===== src/rtl/reset_teardown_seq_if.sv =====
// Handshake bundle between a teardown requester and reset_teardown_seq.
// The master drives the request and the stage idle flags; the slave returns the holds and status.
interface reset_teardown_seq_if;
  logic       req;
  logic [2:0] stage_idle;
  logic       hold_rst1;
  logic       hold_rst2;
  logic       hold_rst3;
  logic       busy;
  logic       ack;
  logic       timeout_err;
  logic [1:0] err_stage;

  modport master (
    output req, stage_idle,
    input  hold_rst1, hold_rst2, hold_rst3, busy, ack, timeout_err, err_stage
  );

  modport slave (
    input  req, stage_idle,
    output hold_rst1, hold_rst2, hold_rst3, busy, ack, timeout_err, err_stage
  );
endinterface


===== src/rtl/reset_teardown_seq.sv =====
// Orderly pipeline shutdown: asserts stage resets 3, 2, 1 in turn, each after the
// stage drains (or a timeout forces it), with a fixed gap after every assertion.
module reset_teardown_seq #(
  parameter int GAP          = 10,
  parameter int IDLE_TIMEOUT = 255,
  parameter int CW           = 8
) (
  input  logic                 clk,
  input  logic                 ext_reset,
  reset_teardown_seq_if.slave  bus
);

  typedef enum logic [2:0] {
    IDLE, DRAIN3, GAP3, DRAIN2, GAP2, DRAIN1, GAP1, DONE
  } state_t;

  localparam logic [CW-1:0] GAP_LAST = CW'(GAP - 1);
  localparam logic [CW-1:0] TO_LAST  = CW'(IDLE_TIMEOUT - 1);

  state_t        state;
  logic [CW-1:0] cnt;
  logic [2:0]    hold;
  logic          busy;
  logic          ack;
  logic          timeout_err;
  logic [1:0]    err_stage;

  // Per-state decode: which stage is being handled and where it goes next.
  logic [1:0] stage_k;
  logic [2:0] stage_sel;
  state_t     next_gap;
  state_t     next_drain;
  logic       stage_ready;

  always_comb begin
    stage_k    = 2'd0;
    stage_sel  = 3'b000;
    next_gap   = IDLE;
    next_drain = DONE;
    case (state)
      DRAIN3:  begin stage_k = 2'd3; stage_sel = 3'b100; next_gap = GAP3; end
      GAP3:    begin stage_k = 2'd3; stage_sel = 3'b100; next_drain = DRAIN2; end
      DRAIN2:  begin stage_k = 2'd2; stage_sel = 3'b010; next_gap = GAP2; end
      GAP2:    begin stage_k = 2'd2; stage_sel = 3'b010; next_drain = DRAIN1; end
      DRAIN1:  begin stage_k = 2'd1; stage_sel = 3'b001; next_gap = GAP1; end
      GAP1:    begin stage_k = 2'd1; stage_sel = 3'b001; next_drain = DONE; end
      default: begin stage_k = 2'd0; end
    endcase
  end

  assign stage_ready = |(bus.stage_idle & stage_sel);

  always_ff @(posedge clk or posedge ext_reset) begin
    if (ext_reset) begin
      state       <= IDLE;
      cnt         <= '0;
      hold        <= 3'b000;
      busy        <= 1'b0;
      ack         <= 1'b0;
      timeout_err <= 1'b0;
      err_stage   <= 2'd0;
    end else begin
      case (state)
        IDLE: begin
          if (bus.req) begin
            state <= DRAIN3;
            cnt   <= '0;
            busy  <= 1'b1;
          end
        end
        DRAIN3, DRAIN2, DRAIN1: begin
          if (stage_ready || cnt == TO_LAST) begin
            hold  <= hold | stage_sel;
            cnt   <= '0;
            state <= next_gap;
            // Idle wins over timeout when both land on the same edge.
            if (!stage_ready) begin
              timeout_err <= 1'b1;
              if (err_stage == 2'd0) err_stage <= stage_k;
            end
          end else begin
            cnt <= cnt + 1'b1;
          end
        end
        GAP3, GAP2, GAP1: begin
          if (cnt == GAP_LAST) begin
            cnt   <= '0;
            state <= next_drain;
            if (state == GAP1) begin
              busy <= 1'b0;
              ack  <= 1'b1;
            end
          end else begin
            cnt <= cnt + 1'b1;
          end
        end
        DONE: begin
          state <= DONE;
        end
        default: begin
          state <= IDLE;
        end
      endcase
    end
  end

  always_ff @(posedge clk) begin
    assert (GAP >= 1 && GAP <= (1 << CW) && IDLE_TIMEOUT >= 1 && IDLE_TIMEOUT <= (1 << CW))
      else $error("reset_teardown_seq: GAP/IDLE_TIMEOUT out of range for CW");
  end

  assign bus.hold_rst1   = hold[0];
  assign bus.hold_rst2   = hold[1];
  assign bus.hold_rst3   = hold[2];
  assign bus.busy        = busy;
  assign bus.ack         = ack;
  assign bus.timeout_err = timeout_err;
  assign bus.err_stage   = err_stage;

endmodule


===== src/flat_wrapper.sv =====
// flat-port wrapper written by rule: the top's interface ports become plain ports
module reset_teardown_seq_flat 
#(
  parameter int GAP          = 10,
  parameter int IDLE_TIMEOUT = 255,
  parameter int CW           = 8
)
  (clk, ext_reset, bus_req, bus_stage_idle, bus_hold_rst1, bus_hold_rst2, bus_hold_rst3, bus_busy, bus_ack, bus_timeout_err, bus_err_stage);
  reset_teardown_seq_if bus_i ();
  input  logic clk;
  input  logic ext_reset;
  input wire logic [$bits(bus_i.req)-1:0] bus_req;
  input wire logic [$bits(bus_i.stage_idle)-1:0] bus_stage_idle;
  output wire logic [$bits(bus_i.hold_rst1)-1:0] bus_hold_rst1;
  output wire logic [$bits(bus_i.hold_rst2)-1:0] bus_hold_rst2;
  output wire logic [$bits(bus_i.hold_rst3)-1:0] bus_hold_rst3;
  output wire logic [$bits(bus_i.busy)-1:0] bus_busy;
  output wire logic [$bits(bus_i.ack)-1:0] bus_ack;
  output wire logic [$bits(bus_i.timeout_err)-1:0] bus_timeout_err;
  output wire logic [$bits(bus_i.err_stage)-1:0] bus_err_stage;
  assign bus_i.req = bus_req;
  assign bus_i.stage_idle = bus_stage_idle;
  assign bus_hold_rst1 = bus_i.hold_rst1;
  assign bus_hold_rst2 = bus_i.hold_rst2;
  assign bus_hold_rst3 = bus_i.hold_rst3;
  assign bus_busy = bus_i.busy;
  assign bus_ack = bus_i.ack;
  assign bus_timeout_err = bus_i.timeout_err;
  assign bus_err_stage = bus_i.err_stage;
  reset_teardown_seq #(.GAP(GAP), .IDLE_TIMEOUT(IDLE_TIMEOUT), .CW(CW)) u_core (.clk(clk), .ext_reset(ext_reset), .bus(bus_i));
endmodule

===== config.mk =====
export PLATFORM = sky130hd
export DESIGN_NAME = reset_teardown_seq_flat
export DESIGN_NICKNAME = d
export VERILOG_FILES = /design/src/rtl/reset_teardown_seq_if.sv /design/src/rtl/reset_teardown_seq.sv /design/src/flat_wrapper.sv
export SDC_FILE = /design/constraint.sdc
export NUM_CORES = 1
export LEC_CHECK = 0
export ABC_AREA = 1
export CORE_MARGIN = 2
export CORE_UTILIZATION = 40
export CTS_CLUSTER_SIZE = 20
export DETAILED_ROUTE_END_ITERATION = 10
export HOLD_SLACK_MARGIN = 0.06
export PLACE_DENSITY = 0.72
export SLEW_MARGIN = 10
export SYNTH_ARGS = -nofsm -noshare
export SYNTH_HDL_FRONTEND = slang
export SYNTH_SLANG_ARGS = --single-unit

===== constraint.sdc =====
create_clock -name clk -period 2.17 [get_ports clk]
set_clock_uncertainty 0.15 [all_clocks]
set_input_delay 0.3255 -clock clk [delete_from_list [all_inputs] [get_ports clk]]
set_output_delay 0.3255 -clock clk [all_outputs]
set_load 0.02 [all_outputs]

Word-level counts from Yosys, hierarchy flattened. Index checks and enable logic that the tools add are counted. W data, S select, Z words.

Flip-flop bits (word level): 19. Word-level logic and storage cells: 58. Output and inout bits: 8. Input bits: 6.

Reductions and logical operators: 18. Equality and inequality tests: 13. Bitwise logic cells: 3. Add/sub/neg operators: 1. Muxes and demuxes: 16.

Operators with widths (count): $mux W8 (3); $pmux W8 S3 (1); $pmux W3 S3 (2); $eq A3 B3 Y1 const B (4); $pmux W3 S4 (1); $mux W3 (3); $reduce_and A3 Y1 (3); $reduce_or A3 Y1 (3); $add A8 B1 Y8 const B (1); $eq A8 B4 Y1 const B (1); $eq A8 B8 Y1 const B (1); $reduce_and A4 Y1 (2); $eq A3 B2 Y1 const B (2); $ne A2 B1 Y1 const B (3); $pmux W2 S3 (1); $pmux W3 S2 (1); $reduce_or A2 Y1 (3); $reduce_and A2 Y1 (2); $and A3 B3 Y3 (1); $eq A3 B1 Y1 const B (1); $logic_not A3 Y1 (1); $mux W1 (3); $or A3 B3 Y3 (1); $reduce_bool A3 Y1 (1); 6 further kinds (6).

Longest topological paths before layout.
Depth after elaboration: 8. Mapped depth: 10. Mapped depth without buffers: 10.

Least setup slack after synthesis. OpenSTA, ideal clock, no wires.

Path type: flip-flop to flip-flop. Start point: register u_core.cnt[1]. End point: register u_core.busy, in the netlist u_core.bus.busy. Arrival: 1255 ps. Clock period less this slack: 1522 ps. Library setup time: 117 ps. Path slack: 648 ps. Stages on the path, launching flop included: 10. Data required time: 1903 ps. Buffers on the path: 0. Cells stage by stage: dfrtp_1 inv_1 ha_1 nand3_1 nor2_1 inv_1 a21oi_1 nand2_1 nand2_1 nand2_1.

Cells in the longest elaborated chain, start to end: 3.

Ends and longest elaborated chain: start: declaration (RTL line reset_teardown_seq.sv:21) `logic [CW-1:0] cnt;`; start signal: assignment (RTL line reset_teardown_seq.sv:82) `cnt <= cnt + 1'b1;`; start signal: assignment (RTL line reset_teardown_seq.sv:94) `cnt <= cnt + 1'b1;`; $eq A8 B4 Y1 (RTL line reset_teardown_seq.sv:86) `if (cnt == GAP_LAST) begin`; $ne A2 B1 Y1 (no source line); $reduce_and A4 Y1 (no source line); end signal: assignment (RTL line reset_teardown_seq.sv:58) `busy <= 1'b0;`; end signal: assignment (RTL line reset_teardown_seq.sv:68) `busy <= 1'b1;`; end signal: assignment (RTL line reset_teardown_seq.sv:90) `busy <= 1'b0;`; end: declaration (RTL line reset_teardown_seq.sv:23) `logic busy;`.

Every way passes these cells. A chain may end at the register's enable or synchronous reset.

Worst setup path after layout.
Start point: register u_core.err_stage[0], in the netlist u_core.bus.err_stage[0]. End point: output port bus_err_stage[0].

RTL lines: start: declaration (RTL line reset_teardown_seq.sv:26) `logic [1:0] err_stage;`; start signal: assignment (RTL line reset_teardown_seq.sv:79) `if (err_stage == 2'd0) err_stage <= stage_k;`; end: declaration (RTL line flat_wrapper.sv:20) `output wire logic [$bits(bus_i.err_stage)-1:0] bus_err_stage;`.

No word-level cell between the ends.

==> results by group <==
Logic synthesis
  – Syn Std Cell Area: 1130 µm²
  – Yosys reg bits: 19
  – Synth Area per Inst: 7.26 µm²
  – Most frequent cell after synthesis: nand2_1
  – Cells after Synth: 156
  – Synth top cells by count: nand2_1 (48), inv_1 (25), nand3_1 (25), dfrtp_1 (19), nor2_1 (10)
  – Synth Net Count: 165
  – Post-Synth Adder-Cell Area: 0.0331
  – Synth Warn #: 0
  – Top_reg_cell synth: dfrtp_1
  – Post-synth top area share: 0.420
  – Synth area leaders: dfrtp_1 (42%), nand2_1 (16%), nand3_1 (11%)
  – Simple-gate share of the synthesized area: 0.362
  – Multiplexer share of the synthesized area: 0
  – FFs w/ async S/R, synth: 1.00
  – XOR/XNOR Fraction of Synth Area: 0.0309
  – Largest family of logic cells by synthesized area: simple AND/OR/NAND/NOR gates
  – Sequential area share after synthesis: 0.420
  – Synth Area in Compound Gates: 0.0630
  – Area leader, netlist: dfrtp_1
  – Count of flip-flops with a built-in enable after synthesis: 0
  – Post-synth cell types: 23

Layout
  – Fin cells: about 200
  – Final #Nets: 184
  – Layout cell share with drive strength beyond 1: 0.0690
  – P&R area growth vs syn: 18.1%
  – Final core utilization: 0.489
  – Ant. Diodes: 0

Worst setup path
  – Crit-path max cell delay: 0.61 ns
  – R2R depth: 9
  – CP arrival: 1.29 ns
  – Crit. End Element: output port
  – WP data required: 1.69 ns
  – Slowest-stage cell, CP: clkdlybuf4s50_1
  – WS Path Type: flop to output port
  – Startpoint types: flop
  – CP bufs+invs: 1
  – Crit Reg-Reg Endpoint: u_core.cnt[7]
  – Crit Path Max Fanout: 3
  – Crit path cell chain: clkdlybuf4s50_1
  – Flop-to-flop setup slack: 0.44 ns
  – R2r startpoint: u_core.cnt[0]
  – CP delay by family, top: buffers and inverters

Timing
  – Setup_tns: 0 ns
  – Slew Limit Fails: 0
  – RSZ-0062 raised after global routing: no
  – Max Clock Freq: around 570 MHz
  – Setup Viol. Count Final: 0
  – Slew @ Worst Pin: ~0.38 ns
  – Final worst slack: 0.406 ns
  – Period minus WS final: between 1.5 and 2 ns
  – Max-slew headroom: 0.747
  – Final Cycle Share: 0.813
  – Fin. Hold Viols: 0

Routing
  – Router iterations before antenna repair: 4
  – Final ANT Viol Nets: 0
  – Vias per std cell: 4.93
  – Routed Wire Length: 2340 µm
  – Wire per inst: 11.4 µm
  – Drt initial violations: 11
  – Via count: 1010
  – Drt drc: 0

CTS
  – CTS tree: yes
  – Clock Latency Late Sink: 0.31 ns
  – PostCTS Resize Cnt: 0
  – Hold Buf Count CTS: 0
  – # H-tree levels: 1
  – Max clock buf depth: 2
  – Clk root buf: clkbuf_4
  – Postcts setup bufs: 0
  – CTS Buf Count: 3
  – CTS Sinks: 19
  – Clk slew on worst S/H paths: 0.12 ns

Die
  – Starting Density: 0.414
  – # IOs: 14
  – Site Rows: 19
  – DIE HEIGHT: approximately 57 µm
  – Die Footprint: between 3000 and 4000 µm²
  – Placeable Area: 2730 µm²
  – Die X-Extent: 57.2 µm

Placement
  – Dpl ws: 0.469 ns
  – Routability cong.: 0.876
  – Placed cells: about 200
  – PortBufs: 13
  – DP HPWL: 1720 µm

Power
  – Tot Pwr: 1.43 mW
  – Power density cells: 1070 nW/µm²
  – Internal power contribution: 0.785 mW
  – Gate power share: 0.472
  – Net Sw Frac: 0.452
  – Leakage: 0.708 nW
  – Flop pwr share: 0.396
  – Peak supply drop: 0.606 mV
  – NetSw: 0.647 mW
  – Clock network power share: 0.132

Run
  – Max_cap viols: 0

Global routing
  – First-pass GRT wire length: 3990 µm
  – Initial antenna violation count: 0
  – GRT Util Overall: 0.156
  – GRT overflow: 0
  – Largest net degree at the start of global routing: 20
  – Vias in the first global route: 970

Status
  – Status: finished clean

Min path
  – Worst hold path type: primary input to async pin
-- power by group through the flow --
stage	registers (mW)	clock network, mW	logic [mW]
global placement	0.561	0	0.662
detailed placement	0.570	0	0.677
floorplan	0.567	0	0.492
finish	0.567	0.190	0.676
global route	0.583	0.206	0.776
CTS	0.562	0.192	0.681
-- kinds of logic (layout without fill, tap and decap cells) --
logic type               after synthesis  count (layout)
adder cells (fa/ha/maj)                3               3
flip-flops                            19              19
AND/OR/NAND/NOR                       92              92
buffers and inverters                 27              45
AO/OA/AOI/OAI                         11              11
XOR/XNOR                               4               4
-- flip-flops by register name, summed over array words and instances, names as in the netlist --
signal                  cells
u_core.bus.timeout_err      1
u_core.hold                 3
u_core.cnt                  8
u_core.bus.err_stage        2
u_core.state                3
u_core.bus.ack              1
u_core.bus.busy             1
-- through the flow --
step	cell area, µm²	hold WS, ns
2_1_floorplan	1130	0.127
5_1_grt	1340	0.237
4_1_cts	1340	0.191
3_5_place_dp	1310	0.299
6_report	1340	0.177
3_3_place_gp	1310	0.297
-- final cells by class --
class	count	area (µm²)
well taps	31	38.8
repair buffers	15	145
fillers	257	1400
clock buffers	4	26.3
flip-flops and latches	19	475
multi-input cells	110	554
inverters	26	97.6
-- worst register-to-register path: stages (launching register included) --
cell,delay (ns)
dfrtp_1,0.45
inv_1,0.09
ha_1,0.21
inv_1,0.05
nor2_1,0.04
nand2_1,0.11
inv_1,0.07
nor2_1,0.30
nand3_1,0.12
nand3_1,0.09
-- worst max path at each step --
stage,startpoint,end,slack [ns],cells past startpoint
3_5_place_dp,u_core.cnt[0],u_core.cnt[7],0.47,9
2_1_floorplan,u_core.cnt[1],u_core.bus.busy,0.65,9
4_1_cts,u_core.bus.err_stage[0],bus_err_stage[0],0.39,1
5_1_grt,u_core.cnt[0],u_core.cnt[4],0.26,9
6_report,u_core.bus.err_stage[0],bus_err_stage[0],0.41,1
3_3_place_gp,u_core.cnt[0],u_core.cnt[7],0.52,9
-- layout by cell type, fill, tap and decap left out --
master,count
nor2_1,10
dfrtp_1,19
o21ai_0,2
nand3_1,25
buf_4,2
nand4_1,2
clkbuf_4,3
a21oi_1,2
xor2_1,2
o21ai_2,1
clkdlybuf4s50_1,13
and2_1,1
nand2_2,1
clkbuf_1,1
nor2_2,1
o21ai_1,1
ha_1,3
inv_1,25
nand2_4,1
o21bai_1,4
xnor2_1,2
nor3_1,1
a21o_1,1
inv_2,1
nand2_1,48
nand3_2,2
-- per-layer routing --
layer / vias up / GRT usage / routed length [µm] / share of wire
met5: - / 0 / 0 / 0
met4: 0 / 0.106 / 61 / 0.026
met3: 7 / 0.0340 / 83 / 0.036
met2: 22 / 0.243 / 1080 / 0.46
met1: 457 / 0.193 / 1120 / 0.48
li1: 524 / - / - / -
Power figures use the tool's default switching activity.
